`config.mk`:
```
export PLATFORM = sky130hd
export DESIGN_NAME = load_store_unit
export DESIGN_NICKNAME = d
export VERILOG_FILES = /design/src/rtl/lsu_pkg.sv /design/src/rtl/lsu_lane_mux.sv /design/src/rtl/load_store_unit.sv
export SDC_FILE = /design/constraint.sdc
export NUM_CORES = 1
export LEC_CHECK = 0
export ABC_AREA = 1
export CAP_MARGIN = 20
export CORE_MARGIN = 2
export CORE_UTILIZATION = 35
export DETAILED_ROUTE_END_ITERATION = 12
export GPL_ROUTABILITY_DRIVEN = 0
export GPL_TIMING_DRIVEN = 0
export PLACE_DENSITY_LB_ADDON = 0.05
export RECOVER_POWER = 25
export REMOVE_ABC_BUFFERS = 1
export SYNTH_ARGS = -nofsm -noshare
export SYNTH_HDL_FRONTEND = slang
export SYNTH_HIERARCHICAL = 1
export SYNTH_SLANG_ARGS = --single-unit
```
`constraint.sdc`:
```
create_clock -name clk -period 6.65 [get_ports clk]
set_clock_uncertainty 0.05 [all_clocks]
set_input_delay 1.995 -clock clk [delete_from_list [all_inputs] [get_ports clk]]
set_output_delay 1.995 -clock clk [all_outputs]
set_load 0.005 [all_outputs]
```
`src/rtl/lsu_pkg.sv`:
```
// Shared definitions for the load/store unit: RISC-V funct3 codes for
// loads/stores, the FSM state encoding and funct3 legality helpers.
package lsu_pkg;

  localparam logic [2:0] F3_B  = 3'b000;
  localparam logic [2:0] F3_H  = 3'b001;
  localparam logic [2:0] F3_W  = 3'b010;
  localparam logic [2:0] F3_BU = 3'b100;
  localparam logic [2:0] F3_HU = 3'b101;

  typedef enum logic [2:0] {
    ST_IDLE   = 3'd0,
    ST_LOAD   = 3'd1,
    ST_RMW_RD = 3'd2,
    ST_WRITE  = 3'd3,
    ST_RESP   = 3'd4
  } lsu_state_e;

  // Loads accept signed and unsigned byte/half plus word
  function automatic logic load_f3_ok(input logic [2:0] f3);
    return (f3 == F3_B) || (f3 == F3_H) || (f3 == F3_W) ||
           (f3 == F3_BU) || (f3 == F3_HU);
  endfunction

  // Stores only have byte, half and word forms
  function automatic logic store_f3_ok(input logic [2:0] f3);
    return (f3 == F3_B) || (f3 == F3_H) || (f3 == F3_W);
  endfunction

endpackage

```
`src/rtl/lsu_lane_mux.sv`:
```
// Combinational byte-lane logic: extracts and extends load data from a
// memory word, and merges store data into a word for read-modify-write.
module lsu_lane_mux
  import lsu_pkg::*;
(
  input  logic [2:0]  i_funct3,
  input  logic [1:0]  i_addr_lo,
  input  logic [31:0] i_word,
  input  logic [31:0] i_wdata,
  output logic [31:0] o_load,
  output logic [31:0] o_merged
);

  logic [7:0]  w_byte;
  logic [15:0] w_half;

  assign w_byte = i_word[{i_addr_lo, 3'b000} +: 8];
  assign w_half = i_addr_lo[1] ? i_word[31:16] : i_word[15:0];

  // Load extraction with sign or zero extension
  always_comb begin
    o_load = '0;
    case (i_funct3)
      F3_B:    o_load = {{24{w_byte[7]}}, w_byte};
      F3_H:    o_load = {{16{w_half[15]}}, w_half};
      F3_W:    o_load = i_word;
      F3_BU:   o_load = {24'h000000, w_byte};
      F3_HU:   o_load = {16'h0000, w_half};
      default: o_load = '0;
    endcase
  end

  // Store merge: replace the addressed lane(s) of the read word
  always_comb begin
    o_merged = i_word;
    case (i_funct3)
      F3_B: begin
        case (i_addr_lo)
          2'd0:    o_merged = {i_word[31:8], i_wdata[7:0]};
          2'd1:    o_merged = {i_word[31:16], i_wdata[7:0], i_word[7:0]};
          2'd2:    o_merged = {i_word[31:24], i_wdata[7:0], i_word[15:0]};
          default: o_merged = {i_wdata[7:0], i_word[23:0]};
        endcase
      end
      F3_H: begin
        if (i_addr_lo[1]) o_merged = {i_wdata[15:0], i_word[15:0]};
        else              o_merged = {i_word[31:16], i_wdata[15:0]};
      end
      F3_W:    o_merged = i_wdata;
      default: o_merged = i_word;
    endcase
  end

endmodule

```
`src/rtl/load_store_unit.sv`:
```
// Load/store unit between the execute stage and a word-only memory.
// Loads extract/extend bytes and halves; SB/SH use read-modify-write.
// Optional macro LSU_MISALIGN_CHK_EN turns misaligned half/word accesses
// into errors; without it the low address bits are ignored for them.
module load_store_unit
  import lsu_pkg::*;
#(
  parameter int unsigned MEM_WORDS = 256,
  parameter int unsigned XLEN      = 32
) (
  input  logic            clk,
  input  logic            rst_n,
  input  logic            req_valid,
  output logic            req_ready,
  input  logic            req_we,
  input  logic [2:0]      req_funct3,
  input  logic [XLEN-1:0] req_addr,
  input  logic [XLEN-1:0] req_wdata,
  output logic            rsp_valid,
  output logic [XLEN-1:0] rsp_rdata,
  output logic            rsp_err,
  output logic            mem_read,
  output logic            mem_write,
  output logic [XLEN-1:0] mem_addr,
  output logic [XLEN-1:0] mem_wdata,
  input  logic [XLEN-1:0] mem_rdata
);

  localparam logic [XLEN-1:0] ADDR_LIMIT = XLEN'(MEM_WORDS * 4);

  lsu_state_e      r_state;
  logic            r_we;
  logic [2:0]      r_funct3;
  logic [XLEN-1:0] r_addr;
  logic [XLEN-1:0] r_wdata;
  logic [XLEN-1:0] r_merge;
  logic            r_rsp_valid;
  logic            r_rsp_err;
  logic [XLEN-1:0] r_rsp_rdata;

  logic            w_f3_bad;
  logic            w_range_bad;
  logic            w_misalign;
  logic            w_req_err;
  logic [XLEN-1:0] w_word;
  logic [XLEN-1:0] w_load;
  logic [XLEN-1:0] w_merged;

  assign w_f3_bad    = req_we ? !store_f3_ok(req_funct3) : !load_f3_ok(req_funct3);
  assign w_range_bad = (req_addr >= ADDR_LIMIT);

`ifdef LSU_MISALIGN_CHK_EN
  assign w_misalign = ((req_funct3[1:0] == 2'b01) && req_addr[0]) ||
                      ((req_funct3 == F3_W) && (req_addr[1:0] != 2'b00));
`else
  assign w_misalign = 1'b0;
`endif

  assign w_req_err = w_f3_bad || w_range_bad || w_misalign;

  // Loads extract from live read data; stores merge into the buffered word
  assign w_word = (r_state == ST_WRITE) ? r_merge : mem_rdata;

  lsu_lane_mux u_lane_mux (
    .i_funct3  (r_funct3),
    .i_addr_lo (r_addr[1:0]),
    .i_word    (w_word),
    .i_wdata   (r_wdata),
    .o_load    (w_load),
    .o_merged  (w_merged)
  );

  assign req_ready = (r_state == ST_IDLE);
  assign rsp_valid = r_rsp_valid;
  assign rsp_err   = r_rsp_err;
  assign rsp_rdata = r_rsp_rdata;

  // Memory strobes decode from registered state only
  always_comb begin
    mem_read  = 1'b0;
    mem_write = 1'b0;
    mem_addr  = '0;
    mem_wdata = '0;
    case (r_state)
      ST_LOAD, ST_RMW_RD: begin
        mem_read = 1'b1;
        mem_addr = {r_addr[XLEN-1:2], 2'b00};
      end
      ST_WRITE: begin
        mem_write = r_we;
        mem_addr  = {r_addr[XLEN-1:2], 2'b00};
        mem_wdata = w_merged;
      end
      default: ;
    endcase
  end

  // Request FSM with registered response outputs
  always_ff @(posedge clk or negedge rst_n) begin
    if (!rst_n) begin
      r_state     <= ST_IDLE;
      r_we        <= 1'b0;
      r_funct3    <= '0;
      r_addr      <= '0;
      r_wdata     <= '0;
      r_merge     <= '0;
      r_rsp_valid <= 1'b0;
      r_rsp_err   <= 1'b0;
      r_rsp_rdata <= '0;
    end else begin
      case (r_state)
        ST_IDLE: begin
          if (req_valid) begin
            r_we     <= req_we;
            r_funct3 <= req_funct3;
            r_addr   <= req_addr;
            r_wdata  <= req_wdata;
            if (w_req_err) begin
              r_rsp_err   <= 1'b1;
              r_rsp_valid <= 1'b1;
              r_state     <= ST_RESP;
            end else if (!req_we) begin
              r_state <= ST_LOAD;
            end else if (req_funct3 == F3_W) begin
              r_state <= ST_WRITE;
            end else begin
              r_state <= ST_RMW_RD;
            end
          end
        end
        ST_LOAD: begin
          r_rsp_rdata <= w_load;
          r_rsp_valid <= 1'b1;
          r_state     <= ST_RESP;
        end
        ST_RMW_RD: begin
          r_merge <= mem_rdata;
          r_state <= ST_WRITE;
        end
        ST_WRITE: begin
          r_rsp_valid <= 1'b1;
          r_state     <= ST_RESP;
        end
        ST_RESP: begin
          r_rsp_valid <= 1'b0;
          r_rsp_err   <= 1'b0;
          r_rsp_rdata <= '0;
          r_state     <= ST_IDLE;
        end
        default: r_state <= ST_IDLE;
      endcase
    end
  end

endmodule

```
==> results of run 1 <==
## per-stage QoR
| stage | std cells | setup slack (ns) | util, % | hold slack, ns | cell area (sq um) |
|---|---|---|---|---|---|
| 2_1_floorplan | 1312 | 0.697 | - | 0.403 | 8600 |
| 3_3_place_gp | 1843 | -2.57 | 43.6 | 0.414 | 11000 |
| 3_5_place_dp | 1852 | 0.536 | 44.6 | 0.416 | 11300 |
| 4_1_cts | 1884 | 0.525 | 46.8 | 0.436 | 11800 |
| 5_1_grt | 1888 | 0.320 | 47.1 | 0.456 | 11900 |
| 6_report | 1889 | 0.432 | 47.1 | 0.432 | 11900 |
## final cells by class
type | count | area [sq um]
Tap cell | 330 | 413
Sequential cell | 137 | 3430
Antenna cell | 2 | 5.00
Clock buffer | 19 | 443
Timing Repair Buffer | 213 | 2290
Fill cell | 2681 | 13400
Clock inverter | 13 | 118
Inverter | 197 | 742
Multi-Input combinational cell | 978 | 4460
## how the worst min path moves through the flow
stage	endpoint	cells past startpoint	startpoint
floorplan	r_addr[18]$_DFFE_PN0P_	2	r_addr[18]$_DFFE_PN0P_
finish	rsp_valid$_DFFE_PN0P_	2	rsp_valid$_DFFE_PN0P_
CTS	rsp_valid$_DFFE_PN0P_	2	rsp_valid$_DFFE_PN0P_
global route	r_merge[31]$_DFFE_PN0P_	2	r_merge[31]$_DFFE_PN0P_
global placement	rsp_valid$_DFFE_PN0P_	2	rsp_valid$_DFFE_PN0P_
detailed placement	rsp_valid$_DFFE_PN0P_	2	rsp_valid$_DFFE_PN0P_
## worst max-delay path, delay by kind of cell
kind | cells | cell delay, ns
AND/OR/NAND/NOR | 6 | 0.51
AO/OA/AOI/OAI | 1 | 0.36
buffers and inverters | 5 | 1.32
## kinds of logic (layout without fill, tap and decap cells)
group                  after synthesis  in the layout  synth area share [%]
AOI/OAI and AO/OA                  118            118                  6.61
other                                1              4                0.0416
buffers and inverters              273            442                  13.0
muxes                               35             35                  5.28
DFF                                137            137                  38.0
and+or+nand+nor                    823            823                  37.1
## cells in the mapped netlist (all sizes together)
cell type  number  area [sq um]
mux2           35           477
conb            1          3.75
inv           197           742
nand2         383          1460
nor2          295          1150
buf            45           313
clkbuf         31           116
a21oi          62           310
or2             1          8.76
dfrtp         137          3430
o31ai           1          7.51
nand3         144           733
o21ai          55           279
## cells in the final DEF (no fill, tap or decap), types with 2 or more instances in the layout
cell             Yosys  routed
nand2_1            377     377
diode_2              0       2
clkbuf_16            0      17
nand2_4              1       2
buf_16               0       6
inv_1              194     194
mux2_4              22      22
clkdlybuf4s50_1      0     168
nand2_2              5       4
nor2_2               3       4
nor2_4               2       2
a21oi_1             62      62
clkinvlp_4           0       2
nand3_1            143     141
clkinv_4             0       2
inv_2                2       2
nand3_4              1       2
dfrtp_1            137     136
o21ai_0             54      54
inv_6                0       4
dlygate4sd3_1        0      32
conb_1               1       2
nor2_1             289     288
mux2_2              13      13
clkinv_2             0       4
clkbuf_1            31       2
buf_12               0       5
## registers in the layout, summed over array words and instances (netlist names)
signal     count
r_merge       32
r_funct3       3
r_we           1
r_addr        32
rsp_valid      1
r_wdata       32
r_state        3
rsp_rdata     32
rsp_err        1
## power groups by stage
stage / Sequential [uW] / Clock, uW / Combinational, uW
floorplan: 1180 / 0 / 1390
global placement: 1240 / 0 / 1920
detailed placement: 1210 / 0 / 2020
CTS: 1190 / 960 / 2030
global route: 1220 / 990 / 2310
finish: 1190 / 930 / 2050
## layer usage
layer	vias up	GRT usage, %	routed length, um
li1	4548	-	-
met2	225	35.4	13100
met1	3984	26.2	12500
met4	2	7.47	746
met3	37	5.42	1800
met5	-	0	12
==> metrics.txt, run 1 <==
status complete, but fails checks; violated checks capacitance limit, slew limit; Critical Path End mem_wdata[4]; die footprint 0.0271 sq mm; max-slew violations just under 60; Remaining DRCs 0; crit path max fanout 4; CP arrival roughly 4.2 ns; CP Capture Type output pin; Internal between 2000 and 2500 uW; Setup Fix Bufs, Post-CTS 0; Tot Pwr around 4200 uW; I/O Buffers about 200; initial antenna violation count 3; Initial Util between 30% and 40%; share of cells above drive strength 1 under 10%; NetSw 1860 uW; Critical Path Start mem_rdata[4]; vias in the first global route 8,424; Root Buffer clkbuf_16; cells after synthesis roughly 1,400; WP data required 4.61 ns; Critical R2R Launch r_state[2]$_DFFE_PN0P_; Remaining Overflow, GRT 0; Setup-failing EPs final 0; MaxCap Viol Count 1; syn_area_per_cell around 6.5 sq um; r2r worst-path depth 12; max_slew headroom -121%; largest net degree at the start of global routing 81; crit path kind in2out; Wirelength per Cell 14.9 um; R2R Setup Slk ~3.7 ns; count of routing violations after the opening detailed-route iteration just over 500; CTS sink count about 140; worst skew pair latency ~0.43 ns; sum of negative setup slack 0 ns; Worst path max stage delay 0.56 ns; Gate power share about 49%; Clk pwr share between 20% and 30%; Max clock buf depth 2; htree depth 4; IR drop worst, VDD 0.153 mV; Lkg Pwr 0.00629 uW; CTS tree built; die height between 150 and 200 um; sequential-to-total area share from yosys stat between 30 and 40%; pwr dens between 300 and 400 mW/mm^2; core area between 0.02 and 0.03 sq mm; synth warn 6; final WL about 28,000 um; fin crit period roughly 6.2 ns; Worst-Margin Slew about 3.3 ns; Final #Nets approximately 1,600; DR vias just under 9,000; Sw Ratio between 40% and 50%; Post-DRT Antenna Nets 0; io pins 204; HP Class reg2reg; DR vias/cell between 4 and 5; Flop pwr share between 20% and 30%; part of the cycle the worst path needs 93.5%; die width approximately 160 um; drt pass-1 iters 5; flops & latches, synth about 140; CTS Buf Count 17; mapped cell area roughly 0.009 sq mm; post_cts resized 0; Syn-to-layout area delta 31.8%; Reg2Reg Capture Point rsp_rdata[11]$_DFFE_PN0P_; Hold Vio Cnt, Final 0; distinct cell type count after synthesis 26; Post-CTS Hold Buffers 0; first-pass GRT wire length between 40,000 and 50,000 um; row count 58; dpl hpwl ~20,000 um; clk slew on worst S/H paths around 0.070 ns; fmax ~0.16 GHz; crit-path cells dlygate4sd3_1 > inv_1 > a21oi_1 > inv_1 > nand2_1 > nand2_1 > nor2_1 > nor2_1 > nand3_1 > inv_1 > nor2_1 > clkdlybuf4s50_1; Startpoint Class input pin; CP max-delay cell dlygate4sd3_1; RSZ-0062 raised after global routing no; GRT Total Usage between 20% and 30%
(Power assumes the default switching activity.)
==> run 2: changes to the inputs <==
--- a/config.mk
+++ b/config.mk
@@ -7,7 +7,6 @@
 export LEC_CHECK = 0
 export ABC_AREA = 1
 export CAP_MARGIN = 20
-export CORE_MARGIN = 2
 export CORE_UTILIZATION = 35
 export DETAILED_ROUTE_END_ITERATION = 12
 export GPL_ROUTABILITY_DRIVEN = 0
==> metrics.txt, run 2 (synthesized netlist as in run 1, its figures left out) <==
status complete, but fails checks; violated checks capacitance limit, slew limit; Reg2Reg Capture Point rsp_rdata[11]$_DFFE_PN0P_; max_slew headroom -92.9% (+28 points); Hold Crit Depth 2 (unchanged); Reg area 0.00343 sq mm (unchanged); r2r worst-path depth 12 (unchanged); Fin Hold WS 0.422 ns (-0.00931 ns); Lkg Pwr 0.00632 uW (+0.39%); Wirelength per Cell 14.8 um (-0.84%); fmax 0.162 GHz (+0.50%); share of cells above drive strength 1 6.49% (+0.064 points); Flop pwr share 27.9% (-0.7 points); slack of the critical path 0.463 ns (+0.0307 ns); commonest cells after routing, fill and taps aside 377 x nand2_1, 288 x nor2_1, 194 x inv_1; final WL 28,000 um (-0.79%); hold worst-path end rsp_valid$_DFFE_PN0P_; IR drop worst, VDD 0.195 mV (+28%); I/O Buffers 201 (unchanged); post_cts resized 0 (unchanged); Remaining DRCs 0 (unchanged); worst skew pair latency 0.43 ns (about the same); Syn-to-layout area delta 32.6%; CP Capture Type output pin; CTS sink count 137 (unchanged); R2R Setup Slk 3.64 ns (-0.08 ns); FILL cells 2,664 (-0.63%); Initial Util 35.7% (unchanged); part of the cycle the worst path needs 93.0% (-0.46 points); die height 163 um (-1.2%); Internal 2400 uW (+3.7%); Gate power share 47.9% (-1.2 points); row count 58 (unchanged); vias in the first global route 8,484 (+0.71%); Root Buffer clkbuf_16; HP Class reg2reg; wire length on met2 13,200 um (+0.68%); DR vias/cell 4.69 (+0.72%); CP arrival 4.14 ns (-0.03 ns); largest net degree at the start of global routing 89 (+9.9%); Worst-Margin Slew 2.89 ns (-0.417 ns); htree depth 4 (unchanged); pwr dens 356 mW/mm^2 (+1.6%); Clk pwr share 24.2% (+1.9 points); CTS tree built; core area 0.0253 sq mm (unchanged); MaxCap Viol Count 1 (unchanged); Final Non-Filler Cells 1,890 (+0.053%); WP data required 4.61 ns (about the same); sum of negative setup slack 0 ns (unchanged); clk slew on worst S/H paths 0.07 ns (about the same); dpl hpwl 19,500 um (-0.95%); DR vias 8,864 (+0.77%); CTS Buf Count 17 (unchanged); Setup Fix Bufs, Post-CTS 0 (unchanged); RSZ-0062 raised after global routing no; Post-DRT Antenna Nets 0 (unchanged); crit path kind in2out; initial antenna violation count 4 (+1); GRT Total Usage 21.7% (+0.64 points); Critical Path Start mem_rdata[3]; Top Metal Used met5; crit path max fanout 4 (unchanged); drt pass-1 iters 5 (unchanged); die width 163 um (-1.2%); met3 wire len 1840 um (+1.9%); Max clock buf depth 2 (unchanged); Final #Nets 1,647 (unchanged); multi-input combinational cell area 0.00446 sq mm (unchanged); die footprint 0.0264 sq mm (-2.4%); Setup-failing EPs final 0 (unchanged); Sw Ratio 43.8% (-0.79 points); fin crit period 6.19 ns (-0.0307 ns); commonest non-fill, non-tap cell in the layout nand2_1; dpl ws 0.556 ns (+0.0197 ns); Hold Vio Cnt, Final 0 (unchanged); Critical R2R Launch r_state[2]$_DFFE_PN0P_; count of routing violations after the opening detailed-route iteration 501 (-1.2%); metal1 wirelength 12,300 um (-1.3%); Post-CTS Hold Buffers 0 (unchanged); DP Cell Count 1,852 (unchanged); NetSw 1870 uW (+0.39%); max-slew violations 50 (-14%); Startpoint Class input pin; Remaining Overflow, GRT 0 (unchanged); Hold Crit Start rsp_valid$_DFFE_PN0P_; first-pass GRT wire length 44,500 um (+0.88%); io pins 204 (unchanged)
==> run 2: changes by cell type in the layout (fill, tap and decap cells not counted), moves of 2 or more <==
cell,previous run,this run
dlygate4sd3_1,32,30
clkdlybuf4s50_1,168,170
bufinv_16,1,3
clkinv_2,4,1
inv_8,0,3
==> run 2: power groups by stage <==
stage | logic, uW | clock network, uW | registers (uW)
after floorplan | 1390 | 0 | 1180
after global placement | 1920 | 0 | 1240
after detailed placement | 2020 | 0 | 1200
after CTS | 2030 | 1060 | 1190
after global routing | 2310 | 1090 | 1220
final | 2040 | 1030 | 1190
==> run 2: worst max path at each step <==
| stage | endpoint | slack (ns) |
|---|---|---|
| after detailed placement | mem_wdata[26] | 0.56 |
| after floorplan | mem_wdata[21] | 0.70 |
| after global routing | mem_wdata[3] | 0.25 |
| after CTS | mem_wdata[3] | 0.55 |
| after global placement | r_addr[10]$_DFFE_PN0P_ | -2.62 |
| final | mem_wdata[3] | 0.46 |
==> run 2: final cells by class <==
cell class                 instances  share of cell area, %
multi-input combinational        978                   37.3
sequential                       137                   28.7
timing repair buffer             213                   19.1
inverter                         197                   6.20
clock buffer                      18                   3.67
tap                              330                   3.45
clock inverter                    14                   1.56
antenna                            3                 0.0628
==> run 2: metrics by stage <==
stage | power, uW | cell area [sq um] | util [%]
2_1_floorplan | 2570 | 8600 | -
3_3_place_gp | 3160 | 11000 | 43.6
3_5_place_dp | 3230 | 11300 | 44.6
4_1_cts | 4290 | 11900 | 47.0
5_1_grt | 4620 | 12000 | 47.4
6_report | 4260 | 12000 | 47.4
==> run 2: worst max-delay path, stage by stage <==
cell and delay (ns):
dlygate4sd3_1 0.52, inv_1 0.05, a21oi_1 0.38, inv_1 0.12, nand2_1 0.08, nand2_1 0.05
nor2_1 0.08, nor2_1 0.06, nand3_1 0.06, inv_1 0.04, nor2_1 0.16, clkdlybuf4s50_1 0.54
==> run 2: layer usage <==
layer  vias to the layer above  GRT usage (%)
li1                       4543              -
met4                         2           7.39
met2                       230           36.2
met5                         -              0
met3                        33           5.50
met1                      4056           27.2
==> edit: new RTL, flow settings as in run 2 <==
Add a define of `LSU_MISALIGN_CHK_EN`.
--- a/src/rtl/load_store_unit.sv
+++ b/src/rtl/load_store_unit.sv
@@ -3,4 +3,6 @@
 // Optional macro LSU_MISALIGN_CHK_EN turns misaligned half/word accesses
 // into errors; without it the low address bits are ignored for them.
+`define LSU_MISALIGN_CHK_EN
+
 module load_store_unit
   import lsu_pkg::*;
Formal check against the unedited RTL: not equivalent (a bounded check fails within 4 cycles, from zero or initial values and one cycle with rst_n low).
==> edit against run 2 <==
Critical path depth grew 2. Wire length grew 0.50%. Largest cell class unchanged. First-iteration DRC count fell by 1.0%. Register-to-register slack worse by 0.51 ns. Synthesized area is 0.17% lower. Sequential cell count stayed put. Worst setup slack better by 0.073 ns. The flow still finishes with violations (capacitance limit, slew limit). Total power is 4.2% lower. Synthesized cell count grew 0.79%. Maximum frequency is 1.2% higher. Cell area shrank 0.99%.
==> edit: results (changes against run 2) <==
| Metric | Value |
|---|---|
| Hold WS | `0.437 ns (was 0.422 ns)` |
| Final WL | `28100 µm (was 28000 µm)` |
| Logic power comb | `0.00191 W (was 0.00204 W)` |
| Worst R2R Setup Slack | `3.13 ns (was 3.64 ns)` |
| Critical Path Max Stage Delay | `1.03 ns (was 0.54 ns)` |
| CTS clock-pin slew for the worst setup and hold paths | `0.07 ns (about the same)` |
| Slew @ Worst Pin | `2.49 ns (was 2.89 ns)` |
| Initial antenna violation count | `1 (was 4)` |
| Worst IR drop on VDD | `0.179 mV (was 0.195 mV)` |
| GRT met3 Usage | `5.45% (was 5.50%)` |
| R2R depth | `13 (was 12)` |
| Top cells by area, synth | `dfrtp_1, nand2_1, nor2_1 (unchanged)` |
| Hold Path Origin | `r_merge[14] (was rsp_valid)` |
| Met1 GRT Util | `28.0% (was 27.2%)` |
| Placed Area | `11300 µm² (about the same)` |
| Mux cell area share after synthesis | `4.67% (was 5.28%)` |
| Slowest CP cell | `dfrtp_1 (was clkdlybuf4s50_1)` |
| Clk power | `0.000932 W (was 0.00103 W)` |
| Critical Path Sink | `mem_wdata[4] (was mem_wdata[3])` |
| Largest net degree at the start of global routing | `65 (was 89)` |
| Final nets | `1657 (was 1647)` |
| Leak | `6.28 nW (was 6.32 nW)` |
| Max-cap violations | `2 (was 1)` |
| Violations in the final reports | `capacitance limit, slew limit (unchanged)` |
| Dpl hpwl | `19700 µm (was 19500 µm)` |
| Worst Setup Slack post-DPL | `0.627 ns (was 0.556 ns)` |
| Syn avg cell area | `6.44 µm² (was 6.50 µm²)` |
| First-pass GRT wire length | `44400 µm (was 44500 µm)` |
| Max-slew violations | `93 (was 50)` |
| Setup ws final | `0.536 ns (was 0.463 ns)` |
| Met2 usage | `35.8% (was 36.2%)` |
| Total Power | `0.00408 W (was 0.00426 W)` |
| Ratio of cells with drive above 1 in the final layout | `6.32% (was 6.49%)` |
| Via density | `4.69 (about the same)` |
| Diodes inserted | `0 (was 3)` |
| Total track usage | `21.8% (was 21.7%)` |
| Crit path launch | `r_state[0] (was mem_rdata[3])` |
| WL met3 | `1960 µm (was 1840 µm)` |
| Worst Path Arrival | `4.07 ns (was 4.14 ns)` |
| Post-cts resize count | `0 (unchanged)` |
| Worst reg2reg path endpoint | `rsp_rdata[30] (was rsp_rdata[11])` |
| Vias in the first global route | `8311 (was 8484)` |
| Outcome | `complete, but fails checks (unchanged)` |
| Met1 WL | `12500 µm (was 12300 µm)` |
| Sequential area share after synthesis | `38.1% (was 38.0%)` |
| Net Sw Frac | `45.0% (was 43.8%)` |
| Hold Path Sink | `r_merge[14] (was rsp_valid)` |
| Met2 WL | `13100 µm (was 13200 µm)` |
| Critical path fanouts, max | `63 (was 4)` |
| Top cells by count, synth | `nand2_1, nor2_1, inv_1 (unchanged)` |
[edit: cell types whose count changed after synthesis, moves of 3 or more]
cell,before,now
buf_2,19,22
buf_6,9,6
inv_1,194,191
mux2_2,13,24
mux2_4,22,10
nand2_1,377,382
nor2_1,289,295
[edit: layout make-up]
| cell class | count | area [µm²] |
|---|---|---|
| sequential | 137 | 3430 |
| clock buffer | 17 | 425 |
| multi-input combinational | 991 | 4450 |
| clock inverter | 15 | 130 |
| fill | 2623 | 13300 |
| timing repair buffer | 212 | 2260 |
| inverter | 195 | 734 |
| tap | 330 | 413 |
[edit: kinds of logic (layout without fill, tap and decap cells)]
| kind of cell | count (synthesis) | count (layout) |
|---|---|---|
| buffers and inverters | 271 | 439 |
| AOI/OAI and AO/OA | 120 | 120 |
| other | 1 | 2 |
| DFF | 137 | 137 |
| and+or+nand+nor | 835 | 835 |
| muxes | 34 | 34 |
